===== config.mk =====
export PLATFORM = sky130hd
export DESIGN_NAME = pm_power_sequencer_flat
export DESIGN_NICKNAME = d
export VERILOG_FILES = /design/src/rtl/pm_seq_pkg.sv /design/src/rtl/pm_seq_if.sv /design/src/rtl/pm_seq_delay_cnt.sv /design/src/rtl/pm_power_sequencer.sv /design/src/flat_wrapper.sv
export SDC_FILE = /design/constraint.sdc
export NUM_CORES = 1
export LEC_CHECK = 0
export CORE_MARGIN = 5
export CORE_UTILIZATION = 31
export CTS_BUF_LIST = sky130_fd_sc_hd__clkbuf_8
export CTS_CLUSTER_SIZE = 25
export DETAILED_ROUTE_END_ITERATION = 12
export GPL_ROUTABILITY_DRIVEN = 0
export PLACE_DENSITY_LB_ADDON = 0.3
export SYNTH_ARGS = -nofsm -noshare
export SYNTH_HDL_FRONTEND = slang
export SYNTH_SLANG_ARGS = --single-unit

===== constraint.sdc =====
create_clock -name clk -period 2.65 [get_ports clk]
set_clock_uncertainty 0.1 [all_clocks]
set_input_delay 0.53 -clock clk [delete_from_list [all_inputs] [get_ports clk]]
set_output_delay 0.53 -clock clk [all_outputs]
set_load 0.02 [all_outputs]

===== src/rtl/pm_seq_pkg.sv =====
// Shared constants for the power-domain sequencer: default delays and FSM state encodings.
package pm_seq_pkg;

    localparam int DEF_NUM_STAGES = 4;
    localparam int DEF_STAGE_DLY  = 8;
    localparam int DEF_ISO_DLY    = 2;

    typedef logic [3:0] state_t;

    // Retention states keep fixed codes even when the feature is compiled out.
    localparam state_t S_OFF      = 4'd0;
    localparam state_t S_PUP_SW   = 4'd1;
    localparam state_t S_PUP_WAIT = 4'd2;
    localparam state_t S_PUP_RET  = 4'd3;
    localparam state_t S_PUP_RST  = 4'd4;
    localparam state_t S_PUP_ISO  = 4'd5;
    localparam state_t S_ON       = 4'd6;
    localparam state_t S_PDN_ISO  = 4'd7;
    localparam state_t S_PDN_RET  = 4'd8;
    localparam state_t S_PDN_RST  = 4'd9;
    localparam state_t S_PDN_SW   = 4'd10;

    function automatic int max_int(input int a, input int b);
        return (a > b) ? a : b;
    endfunction

endpackage


===== src/rtl/pm_seq_if.sv =====
// Controller-facing REQ/ACK handshake plus domain switch/isolation/reset controls.
// Adds the RET retention output when PM_SEQ_RETENTION_EN is defined.
interface pm_seq_if #(
    parameter int NUM_STAGES = 4
);
    logic                  req;
    logic                  sw_ack;
    logic                  ack;
    logic                  busy;
    logic [NUM_STAGES-1:0] sw_en;
    logic                  iso_n;
    logic                  dom_rst_n;
`ifdef PM_SEQ_RETENTION_EN
    logic                  ret;
`endif

    modport master (
`ifdef PM_SEQ_RETENTION_EN
        input  ret,
`endif
        output req, sw_ack,
        input  ack, busy, sw_en, iso_n, dom_rst_n
    );

    modport slave (
`ifdef PM_SEQ_RETENTION_EN
        output ret,
`endif
        input  req, sw_ack,
        output ack, busy, sw_en, iso_n, dom_rst_n
    );

endinterface


===== src/rtl/pm_seq_delay_cnt.sv =====
// Loadable down-counter that parks at zero; expire flags the zero value.
module pm_seq_delay_cnt #(
    parameter int CNT_W = 4
) (
    input  logic             clk,
    input  logic             rst_n,
    input  logic             load,
    input  logic [CNT_W-1:0] load_val,
    output logic [CNT_W-1:0] value,
    output logic             expire
);

    always_ff @(posedge clk or negedge rst_n) begin
        if (!rst_n) begin
            value <= '0;
        end else if (load) begin
            value <= load_val;
        end else if (value != '0) begin
            value <= value - 1'b1;
        end
    end

    assign expire = (value == '0);

endmodule


===== src/rtl/pm_power_sequencer.sv =====
// Staged power-up/down sequencer for one switchable domain with a four-phase REQ/ACK handshake.
// Define PM_SEQ_RETENTION_EN to add the retention output and its PUP_RET/PDN_RET states.
module pm_power_sequencer
    import pm_seq_pkg::*;
#(
    parameter int NUM_STAGES = DEF_NUM_STAGES,
    parameter int STAGE_DLY  = DEF_STAGE_DLY,
    parameter int ISO_DLY    = DEF_ISO_DLY
) (
    input logic     clk,
    input logic     rst_n,
    pm_seq_if.slave bus
);

    localparam int CNT_W = $clog2(max_int(STAGE_DLY, ISO_DLY) + 1);
    localparam logic [CNT_W-1:0]      STG_LOAD = CNT_W'(STAGE_DLY - 1);
    localparam logic [CNT_W-1:0]      ISO_LOAD = CNT_W'(ISO_DLY - 1);
    localparam logic [NUM_STAGES-1:0] SW_FIRST = NUM_STAGES'(1);

    state_t                state, state_nxt;
    logic [NUM_STAGES-1:0] sw_en, sw_en_nxt;
    logic                  iso_n, iso_n_nxt;
    logic                  dom_rst_n, dom_rst_n_nxt;
    logic                  ack, ack_nxt;
    logic                  busy, busy_nxt;
    logic                  load;
    logic [CNT_W-1:0]      load_val;
    logic [CNT_W-1:0]      cnt_value_unused;
    logic                  expire;
`ifdef PM_SEQ_RETENTION_EN
    logic                  ret, ret_nxt;
`endif

    pm_seq_delay_cnt #(.CNT_W(CNT_W)) u_delay_cnt (
        .clk      (clk),
        .rst_n    (rst_n),
        .load     (load),
        .load_val (load_val),
        .value    (cnt_value_unused),
        .expire   (expire)
    );

    // REQ is only looked at in OFF/ON, so a toggle mid-sequence waits for completion.
    always_comb begin
        state_nxt     = state;
        sw_en_nxt     = sw_en;
        iso_n_nxt     = iso_n;
        dom_rst_n_nxt = dom_rst_n;
        ack_nxt       = ack;
        load          = 1'b0;
        load_val      = '0;
`ifdef PM_SEQ_RETENTION_EN
        ret_nxt       = ret;
`endif
        case (state)
            S_OFF: if (bus.req) begin
                state_nxt = S_PUP_SW;
                sw_en_nxt = SW_FIRST;
                load      = 1'b1;
                load_val  = STG_LOAD;
            end
            S_PUP_SW: if (expire) begin
                if (sw_en[NUM_STAGES-1]) begin
                    state_nxt = S_PUP_WAIT;
                end else begin
                    sw_en_nxt = (sw_en << 1) | SW_FIRST;
                    load      = 1'b1;
                    load_val  = STG_LOAD;
                end
            end
            S_PUP_WAIT: if (bus.sw_ack) begin
`ifdef PM_SEQ_RETENTION_EN
                state_nxt     = S_PUP_RET;
                ret_nxt       = 1'b0;
`else
                state_nxt     = S_PUP_RST;
                dom_rst_n_nxt = 1'b1;
`endif
                load          = 1'b1;
                load_val      = ISO_LOAD;
            end
`ifdef PM_SEQ_RETENTION_EN
            S_PUP_RET: if (expire) begin
                state_nxt     = S_PUP_RST;
                dom_rst_n_nxt = 1'b1;
                load          = 1'b1;
                load_val      = ISO_LOAD;
            end
`endif
            S_PUP_RST: if (expire) begin
                state_nxt = S_PUP_ISO;
                iso_n_nxt = 1'b1;
                load      = 1'b1;
                load_val  = ISO_LOAD;
            end
            S_PUP_ISO: if (expire) begin
                state_nxt = S_ON;
                ack_nxt   = 1'b1;
            end
            S_ON: if (!bus.req) begin
                state_nxt = S_PDN_ISO;
                iso_n_nxt = 1'b0;
                load      = 1'b1;
                load_val  = ISO_LOAD;
            end
            S_PDN_ISO: if (expire) begin
`ifdef PM_SEQ_RETENTION_EN
                state_nxt     = S_PDN_RET;
                ret_nxt       = 1'b1;
`else
                state_nxt     = S_PDN_RST;
                dom_rst_n_nxt = 1'b0;
`endif
                load          = 1'b1;
                load_val      = ISO_LOAD;
            end
`ifdef PM_SEQ_RETENTION_EN
            S_PDN_RET: if (expire) begin
                state_nxt     = S_PDN_RST;
                dom_rst_n_nxt = 1'b0;
                load          = 1'b1;
                load_val      = ISO_LOAD;
            end
`endif
            S_PDN_RST: if (expire) begin
                state_nxt = S_PDN_SW;
                load      = 1'b1;
                load_val  = STG_LOAD;
            end
            // Each stage is held a full STAGE_DLY before its switch drops, highest first.
            S_PDN_SW: if (expire) begin
                sw_en_nxt = sw_en >> 1;
                if (sw_en_nxt == '0) begin
                    state_nxt = S_OFF;
                    ack_nxt   = 1'b0;
                end else begin
                    load     = 1'b1;
                    load_val = STG_LOAD;
                end
            end
            default: state_nxt = S_OFF;
        endcase
        busy_nxt = (state_nxt != S_OFF) && (state_nxt != S_ON);
    end

    always_ff @(posedge clk or negedge rst_n) begin
        if (!rst_n) begin
            state     <= S_OFF;
            sw_en     <= '0;
            iso_n     <= 1'b0;
            dom_rst_n <= 1'b0;
            ack       <= 1'b0;
            busy      <= 1'b0;
`ifdef PM_SEQ_RETENTION_EN
            ret       <= 1'b0;
`endif
        end else begin
            state     <= state_nxt;
            sw_en     <= sw_en_nxt;
            iso_n     <= iso_n_nxt;
            dom_rst_n <= dom_rst_n_nxt;
            ack       <= ack_nxt;
            busy      <= busy_nxt;
`ifdef PM_SEQ_RETENTION_EN
            ret       <= ret_nxt;
`endif
        end
    end

    assign bus.sw_en     = sw_en;
    assign bus.iso_n     = iso_n;
    assign bus.dom_rst_n = dom_rst_n;
    assign bus.ack       = ack;
    assign bus.busy      = busy;
`ifdef PM_SEQ_RETENTION_EN
    assign bus.ret       = ret;
`endif

endmodule


===== src/flat_wrapper.sv =====
// flat-port wrapper written by rule: the top's interface ports become plain ports
module pm_power_sequencer_flat import pm_seq_pkg::*;
#(
    parameter int NUM_STAGES = DEF_NUM_STAGES,
    parameter int STAGE_DLY  = DEF_STAGE_DLY,
    parameter int ISO_DLY    = DEF_ISO_DLY
)
  (clk, rst_n, bus_req, bus_sw_ack, bus_ack, bus_busy, bus_sw_en, bus_iso_n, bus_dom_rst_n);
  pm_seq_if #(.NUM_STAGES(NUM_STAGES)) bus_i ();
  input logic clk;
  input logic rst_n;
  input wire logic [$bits(bus_i.req)-1:0] bus_req;
  input wire logic [$bits(bus_i.sw_ack)-1:0] bus_sw_ack;
  output wire logic [$bits(bus_i.ack)-1:0] bus_ack;
  output wire logic [$bits(bus_i.busy)-1:0] bus_busy;
  output wire logic [$bits(bus_i.sw_en)-1:0] bus_sw_en;
  output wire logic [$bits(bus_i.iso_n)-1:0] bus_iso_n;
  output wire logic [$bits(bus_i.dom_rst_n)-1:0] bus_dom_rst_n;
  assign bus_i.req = bus_req;
  assign bus_i.sw_ack = bus_sw_ack;
  assign bus_ack = bus_i.ack;
  assign bus_busy = bus_i.busy;
  assign bus_sw_en = bus_i.sw_en;
  assign bus_iso_n = bus_i.iso_n;
  assign bus_dom_rst_n = bus_i.dom_rst_n;
  pm_power_sequencer #(.NUM_STAGES(NUM_STAGES), .STAGE_DLY(STAGE_DLY), .ISO_DLY(ISO_DLY)) u_core (.clk(clk), .rst_n(rst_n), .bus(bus_i));
endmodule

==> flow_summary.json <==
{
  "status": "complete, no violations",
  "period_share": 0.874,
  "drc": 0,
  "grt_start_max_net_pins": 19,
  "swShare": 0.434,
  "top_layer": "met4",
  "end_kind": "register",
  "wl_per_cell_um": 15.0,
  "rr_worst_depth": 7,
  "dieWidth_um": 69.8,
  "synth-async-reset-ratio": 1.00,
  "die_h_um": 69.8,
  "netlist.area_leader.share": 0.362,
  "syn_area_per_cell_sq_um": 9.23,
  "syn-cell-area_sq_um": 1110,
  "grt_pass1_vias": 994,
  "p_clk_frac": 0.136,
  "synthTopCellsByArea": "dfrtp_1 (36%), a21oi_1 (4.5%), mux2_4 (4.1%), nor2_1 (3.7%), nand2b_1 (3.4%)",
  "first_iter_violations": 22,
  "clk_pin_slew_worst_paths_ns": 0.07,
  "cts_buffer_depth": 2,
  "layout-drive-gt1-share": 0.185,
  "cts.sinks": 16,
  "worstSetupPathType": "register to register",
  "final-hold-violation-count": 0,
  "report.final.setup_viol": 0,
  "grt_overflow": 0,
  "rows": 21,
  "route.met2.wl_um": 1250,
  "grt_use_total": 0.112,
  "cts_tree": "done",
  "ys_ff_latch": 16,
  "internal_power_w": 0.000768,
  "met1_length_um": 1290,
  "slew_headroom": 0.485,
  "io_pins": 12,
  "area_growth_pct": 17.5,
  "yosys.area.top_type": "dfrtp_1",
  "synth_cell_types": 45,
  "io_buffers": 11,
  "startpoint": "u_core.u_delay_cnt.value[0]",
  "synthCells": 120,
  "hold_class": "register to register",
  "htree_levels": 1,
  "slew_viol_final": 0,
  "synth.cells.most_frequent": "dfrtp_1 (16), nor2_1 (11), a21oi_1 (10)",
  "setup_tns_ns": 0,
  "hold_path_startpoint": "u_core.bus.iso_n",
  "worst-path-max-fanout": 8,
  "antenna_cells": 0,
  "cts-root-buf": "clkbuf_8",
  "max_freq_mhz": 432,
  "seq_power_share": 0.355,
  "vias": 966,
  "worst_r2r_startpoint": "u_core.u_delay_cnt.value[0]",
  "worst_slew_pin_slew_ns": 0.770,
  "grt_pass1_wl_um": 4590,
  "totalWireLength_um": 2640,
  "required_ns": 2.68,
  "grt_antenna_before_repair": 0,
  "synth-main-ff-cell": "dfrtp_1",
  "via_per_inst": 5.49,
  "leakage_nw": 0.505,
  "yosysSeqAreaShare": 0.362,
  "cts_made_buffers": 3,
  "core_sq_um": 3390,
  "min_period_ns": 2.32,
  "rsz0062_at_grt": "no",
  "p_comb_frac": 0.509,
  "dpl.cell_count": 173,
  "power_density_nw_per_um2": 1040,
  "layout.cells.non_filler": 176,
  "synth_most_common_cell": "dfrtp_1",
  "start_kind": "register",
  "dp_hpwl_um": 1880,
  "max-cap-violations": 0,
  "synth_edf_count": 0,
  "ctsHoldBuffers": 0,
  "peakVddDrop_mv": 0.409,
  "switching_power_w": 0.000590,
  "cp.arrival_ns": 2.35,
  "dr.pass1.iters": 4,
  "start_util": 0.327,
  "yosys_warnings": 0,
  "nets": 137,
  "ant_nets": 0,
  "dr_wl_met3_um": 57,
  "syn_nets": 125,
  "clk_latency_ns": 0.25,
  "die_area_sq_um": 4870,
  "hold_depth": 2,
  "cts_setup_buffers": 0,
  "ctsResizeCount": 0
}
registers in the layout (all words and copies together), names as in the netlist:
name and flops:
u_core.bus.sw_en 4, u_core.bus.busy 1, u_core.bus.dom_rst_n 1, u_core.u_delay_cnt.value 4, u_core.bus.ack 1, u_core.bus.iso_n 1
u_core.state 4
cells in the final DEF (no fill, tap or decap), types with 2 or more instances in the layout:
cell,count
dfrtp_1,16
nor2_1,11
clkdlybuf4s50_1,11
a21oi_1,10
nand2b_1,6
o21ai_0,6
inv_1,5
nand2_1,5
nor3_1,4
buf_4,4
a22o_1,3
a31oi_1,3
nor2b_1,3
nor4_1,3
mux2_4,3
clkbuf_8,3
a21oi_2,2
o221ai_1,2
nand3b_1,2
or3b_2,2
or3_1,2
area by class of cell:
class / instances / area (sq um)
multi-input cells: 91 / 643
fillers: 336 / 2090
repair buffers: 15 / 140
well taps: 46 / 57.6
flip-flops and latches: 16 / 400
inverters: 5 / 18.8
clock buffers: 3 / 41.3
kinds of logic after synthesis:
kind of cell / Yosys count / share of synthesized area
multiplexers: 4 / 0.0497
adder cells (fa/ha/maj): 1 / 0.0113
buffers and inverters: 13 / 0.0576
flip-flops: 16 / 0.362
XOR/XNOR: 1 / 0.00791
AND/OR/NAND/NOR: 48 / 0.280
AO/OA/AOI/OAI: 37 / 0.232
worst max-delay path, stage by stage, from the launching register on:
cell,delay (ns)
dfrtp_1,0.37
inv_1,0.10
ha_1,0.21
or3b_1,0.53
nor4b_2,0.36
a211o_2,0.16
xor2_1,0.05
or3_1,0.31
stage by stage:
step           hold slack [ns]  area, sq um  setup slack (ns)  power (W)  utilization
6_report                 0.429         1300             0.334    0.00136        0.384
5_1_grt                  0.478         1300             0.272    0.00147        0.384
4_1_cts                  0.431         1300             0.348    0.00137        0.384
3_5_place_dp             0.417         1260             0.239    0.00118        0.372
3_3_place_gp             0.410         1260             0.230    0.00116        0.372
2_1_floorplan            0.134         1110             0.575   0.000980            -
routing by layer:
metal | GRT usage | vias to the layer above
li1 | - | 462
met5 | 0 | -
met2 | 0.180 | 19
met3 | 0.0145 | 5
met4 | 0.0383 | 0
met1 | 0.153 | 480
power by group through the flow:
stage | logic, W | clock network [W] | registers, W
6_report | 0.000692 | 0.000185 | 0.000482
5_1_grt | 0.000774 | 0.000196 | 0.000499
4_1_cts | 0.000696 | 0.000190 | 0.000480
3_5_place_dp | 0.000694 | 0 | 0.000483
3_3_place_gp | 0.000683 | 0 | 0.000480
2_1_floorplan | 0.000536 | 0 | 0.000444
final timing paths:
check	end	slack, ns
worst max-delay path	u_core.bus.busy	0.33
worst min-delay path	u_core.bus.iso_n	0.43
worst max register to register	u_core.bus.busy	0.33
worst min register to register	u_core.bus.iso_n	0.43
max in group asynchronous	u_core.u_delay_cnt.value[3]	1.33
min in group asynchronous	u_core.state[2]	0.63
(Power assumes the default switching activity.)
